==> config.mk <==
export PLATFORM = sky130hd
export DESIGN_NAME = filtd_unit
export DESIGN_NICKNAME = d
export VERILOG_FILES = /design/src/rtl/filtd_unit.sv
export SDC_FILE = /design/constraint.sdc
export NUM_CORES = 1
export LEC_CHECK = 0
export CELL_PAD_IN_SITES_DETAIL_PLACEMENT = 0
export CELL_PAD_IN_SITES_GLOBAL_PLACEMENT = 1
export CORE_MARGIN = 4
export CORE_UTILIZATION = 50
export DETAILED_ROUTE_END_ITERATION = 8
export DONT_BUFFER_PORTS = 1
export PLACE_DENSITY_LB_ADDON = 0.1
export SLEW_MARGIN = 15
export SYNTH_ARGS = -nofsm -noshare
export SYNTH_HDL_FRONTEND = slang
export SYNTH_SLANG_ARGS = --single-unit
export TNS_END_PERCENT = 30
==> constraint.sdc <==
create_clock -name clk -period 1.1 [get_ports clk]
set_input_delay 0.22 -clock clk [delete_from_list [all_inputs] [get_ports clk]]
set_output_delay 0.22 -clock clk [all_outputs]
set_load 0.01 [all_outputs]
==> src/rtl/filtd_unit.sv <==
// -----------------------------------------------------------------------------
// filtd_unit
//
// G.726 ADPCM FILTD block: low-pass filter for the fast quantizer scale factor.
// It computes the unlimited fast scale factor
//
//     YUT = Y + ((WI - Y) >> 5)
//
// with the ITU integer arithmetic (17-bit difference, arithmetic shift by 5,
// 13-bit modulo sum) and registers the result.
//
// It sits between the log-scale multiplier (WI) and the scale-factor limiter
// (LIMB) in both the encoder and the decoder.
//
// Ports:
//   clk        in   1   system clock, rising-edge active
//   reset_n    in   1   asynchronous active-low reset
//   in_valid   in   1   WI/Y sample valid this cycle
//   WI         in  12   scale-factor multiplier, 2's complement
//   Y          in  13   quantizer scale factor, unsigned
//   out_valid  out  1   YUT updated this cycle
//   YUT        out 13   unlimited fast scale factor, unsigned
//
// Handshake: a sample is taken on every rising clk edge where in_valid=1.
// Exactly one cycle later out_valid=1 and YUT carries its result. There is no
// ready signal; the consumer must take every out_valid pulse. While
// in_valid=0 the WI/Y inputs are ignored and YUT holds its last value.
//
// Build option:
//   FILTD_LIMB_EN  when defined, the registered YUT is clamped to the LIMB
//                  range [544, 5120] after the modulo-8192 sum. When
//                  undefined, YUT is the raw filter output and matches the
//                  ITU reference vectors bit-exactly.
//
// Reset value of YUT is 0 in both builds.
// -----------------------------------------------------------------------------
module filtd_unit (
    input  logic        clk,
    input  logic        reset_n,
    input  logic        in_valid,
    input  logic [11:0] WI,
    input  logic [12:0] Y,
    output logic        out_valid,
    output logic [12:0] YUT
);

    // Smallest and largest scale factor accepted by LIMB.
    localparam logic [12:0] LIMB_LO = 13'd544;
    localparam logic [12:0] LIMB_HI = 13'd5120;

    logic [16:0] dif;
    logic        difs;
    logic [12:0] difsx;
    logic [12:0] yut_c;
    logic [12:0] yut_next;

    // The ITU form adds 131072 before subtracting Y so the difference stays
    // non-negative; modulo 2^17 that constant is zero, so the plain 17-bit
    // subtraction gives exactly the same bits.
    always_comb begin
        dif = {WI, 5'b00000} - {4'b0000, Y};
    end

    // dif >> 5 is dif[16:5]; its top bit is already the sign, so
    // "zero-extend then add 4096 when negative" is the same as copying the
    // sign into bit 12.
    always_comb begin
        difs  = dif[16];
        difsx = {difs, dif[16:5]};
    end

    // Modulo-8192 sum: wrap-around is intended, not saturation.
    always_comb begin
        yut_c = Y + difsx;
    end

`ifdef FILTD_LIMB_EN
    // Clamp the already-wrapped sum into the LIMB range.
    always_comb begin
        yut_next = yut_c;
        if (yut_c < LIMB_LO) begin
            yut_next = LIMB_LO;
        end else if (yut_c > LIMB_HI) begin
            yut_next = LIMB_HI;
        end
    end
`else
    // Raw filter output; the limit constants exist only for the clamped build.
    logic unused_limb;
    always_comb begin
        unused_limb = ^{LIMB_LO, LIMB_HI};
        yut_next    = yut_c;
    end
`endif

    // Output register. out_valid is a one-cycle pulse per accepted sample;
    // YUT only moves on accepted samples so idle (possibly undefined) inputs
    // never reach it. An asynchronous reset discards any sample in flight.
    always_ff @(posedge clk or negedge reset_n) begin
        if (!reset_n) begin
            YUT       <= 13'd0;
            out_valid <= 1'b0;
        end else begin
            out_valid <= in_valid;
            if (in_valid) begin
                YUT <= yut_next;
            end
        end
    end

endmodule

==> metrics.txt <==
fmax 348 MHz; Crit path arrival time approximately 3100 ps; via/cell ratio 5.77; Distinct cells, synth 46; peak supply drop 0.704 mV; Routed WL per cell 16.5 microns; TritonRoute pass-1 iters 4; FP Rows 19; number of flops mapped to enable cells by yosys 0; die area 3940 sq um; Max Cap Viol 0; Worst-path clk slew around 90 ps; post-synth top area share 23.4%; placed cell areas 2030 sq um; I/O Buffers 0; Final Hold Fails 0; initial antenna violation count 0; Crit Path Category input port to register; Die X about 63 microns; Mapped Nets 212; GP Congestion slightly above 0.8; Slew Limit Fails 0; global-route wire length before repair 6.83 mm; endpoints failing setup 13; Syn Inst Count 162; DRC 0; yosys warns 0; root buffer cell clkbuf_4; register bit count reported by yosys 14; total track usage a little over a fifth; Final Critical Period around 2900 ps; Slew @ Worst Pin just over 600 ps; status finished with violations; TritonCTS Sinks 14; Total Power about 3.1 mW; PD cells 1390 nW/um^2; crit-path max FO 3; Clk Latency, worst-skew pair 280 ps; Final WS setup -1780 ps; TritonCTS clock tree built; Hold WS 77.3 ps; largest net degree at the start of global routing 19; cell taking the most area after synthesis dfrtp_1; share of cells above drive strength 1 47.7%; Die H 62.7 microns; Mean Syn Cell Area 9.24 sq um; nets 269; CP startpoint kind input port; Critical Path RT 1290 ps; Slew headroom 59.3%; crit-path cells inv_12 -> ha_4 -> nand4bb_1 -> o21a_4 -> o21ai_4 -> a21oi_2 -> o21bai_1 -> xor2_1 -> ha_1 -> nand3_1 -> o22ai_1 -> o41a_1 -> a31o_1 -> a22oi_2 -> a211oi_1 -> a211o_1; Synth-to-Final Area Change 50.5%; DRT iter0 DRCs 50; I/O pin count 42; core area ~2800 sq um; Antenna diodes 0; Initial Util 53.4%; failing checks negative setup slack; CTS max path bufs 2; Inserted Clock Buffers 3; hold crit path type input port to register; overall via count from detail_route 1436; slowest CP cell o41a_1; Fin Clk Skew 0 ps; post-synthesis sequential area ratio 23.4%; ANT nets after route 0; RSZ-0062 raised after global routing true; ys async rst share 100%; synthesized area about 1500 sq um; Top FF cell, synth dfrtp_1; Detail Placement HPWL 3.27 mm; Max stage delay on crit path ~340 ps; design area 2250 sq um; Congestion Overflow GR 0; vias in the first global route 1507; Setup crit end kind register; final wirelength around 4 mm; dominant cells by area after synthesis dfrtp_1, ha_1, xnor2_1; Leak 1.04 nW; Final Cycle Share 261%; H-tree depth 1
critical path, delay by kind of cell:
kind                       cells  cell delay [ps]
adders and majority gates      2              570
xor gates and xnor gates       1              220
AOI/OAI and AO/OA             10             1810
buffers and inverters          1               10
and+or+nand+nor                2              230
cells in the mapped netlist (all sizes together) (2+ instances only):
library cell / count
nand2: 3
inv: 14
mux2: 8
ha: 21
dfrtp: 14
a21oi: 14
o21ai: 9
or3: 2
o21bai: 3
nor2: 7
and3: 2
nand4: 2
o21a: 2
nand3: 3
xnor2: 12
o211ai: 2
a31oi: 4
xor2: 5
nor3: 3
a21o: 7
nand2b: 3
a211oi: 2
cell type report:
| type | count | area [sq um] |
|---|---|---|
| multi-input combinational | 131 | 1340 |
| fill | 188 | 551 |
| timing repair buffer | 54 | 413 |
| sequential | 14 | 350 |
| inverter | 15 | 76.3 |
| tap | 31 | 38.8 |
| clock buffer | 4 | 36.3 |
cell families (layout without fill, tap and decap cells):
logic type      count (synthesis)  count (layout)  share of synthesized area [%]
xor+xnor                       17              17                           9.94
fa+ha+maj                      22              22                           18.9
mux                             8               8                           6.02
compound gates                 52              52                           24.1
simple gates                   32              32                           13.4
flops                          14              14                           23.4
buf+inv                        17              73                           4.26
per-stage QoR:
| step | util [%] | setup TNS [ps] | setup slack (ps) | instances |
|---|---|---|---|---|
| finish | 80.4 | -15270 | -1780 | 249 |
| global route | 80.4 | -16690 | -1920 | 249 |
| CTS | 77.3 | -15140 | -1750 | 246 |
| detailed placement | 72.3 | -20240 | -2180 | 237 |
| global placement | 72.3 | -19130 | -2030 | 237 |
| floorplan | - | -17140 | -1940 | 162 |
layout by cell type (no fill, tap or decap), types with 2 or more instances in the layout:
master and instances:
ha_4 7, or3_4 2, mux2_2 7, buf_4 51
a21oi_2 7, xor2_1 4, ha_1 14, a21oi_1 7
nor3_4 2, o21a_4 2, nor2_1 6, xnor2_2 2
o21bai_1 3, a21o_1 7, clkbuf_4 3, nand2b_1 3
a31oi_2 2, inv_2 2, nand2_1 3, nand3_1 3
dlygate4sd3_1 3, xnor2_1 9, inv_1 10, dfrtp_1 14
nand4_1 2, o21ai_0 4, o211ai_1 2, o21ai_1 3
registers in the layout (all words and copies together), names as in the netlist:
signal,count
YUT,13
out_valid,1
power by group:
part	internal (mW)	switching, mW
registers	0.701	0.218
logic	1.02	0.806
clock network	0.202	0.177
total	1.92	1.20
layer usage:
metal / wire length [microns] / GRT usage, % / share of wire [%] / up-vias
met5: 0 / 0 / 0 / -
met4: 72 / 7.44 / 1.7 / 0
met3: 211 / 6.29 / 5.1 / 7
met2: 2230 / 39.8 / 54 / 40
met1: 1600 / 22.2 / 39 / 680
li1: - / - / - / 709
path summary, 6_finish.rpt:
| path | from | endpoint | slack [ps] | cells after the start |
|---|---|---|---|---|
| worst max register to register | YUT[12] | YUT[12] | 250 | 1 |
| max in group asynchronous | reset_n | YUT[2] | 330 | 1 |
| worst min-delay path | in_valid | YUT[10] | 80 | 1 |
| worst min register to register | YUT[4] | YUT[4] | 560 | 2 |
| min in group asynchronous | reset_n | YUT[6] | 370 | 1 |
| worst max-delay path | Y[6] | YUT[12] | -1780 | 16 |
repair_timing:
action / CTS / global route
gates resized for setup: 9 / 12
pin swaps: 16 / 7
hold endpoints to repair: 15 / 2
buffers inserted: 3 / 2
hold buffers: 2 / 1
endpoints found under the setup margin: 13 / 13
No activity file was read; power rests on OpenSTA's default activity.
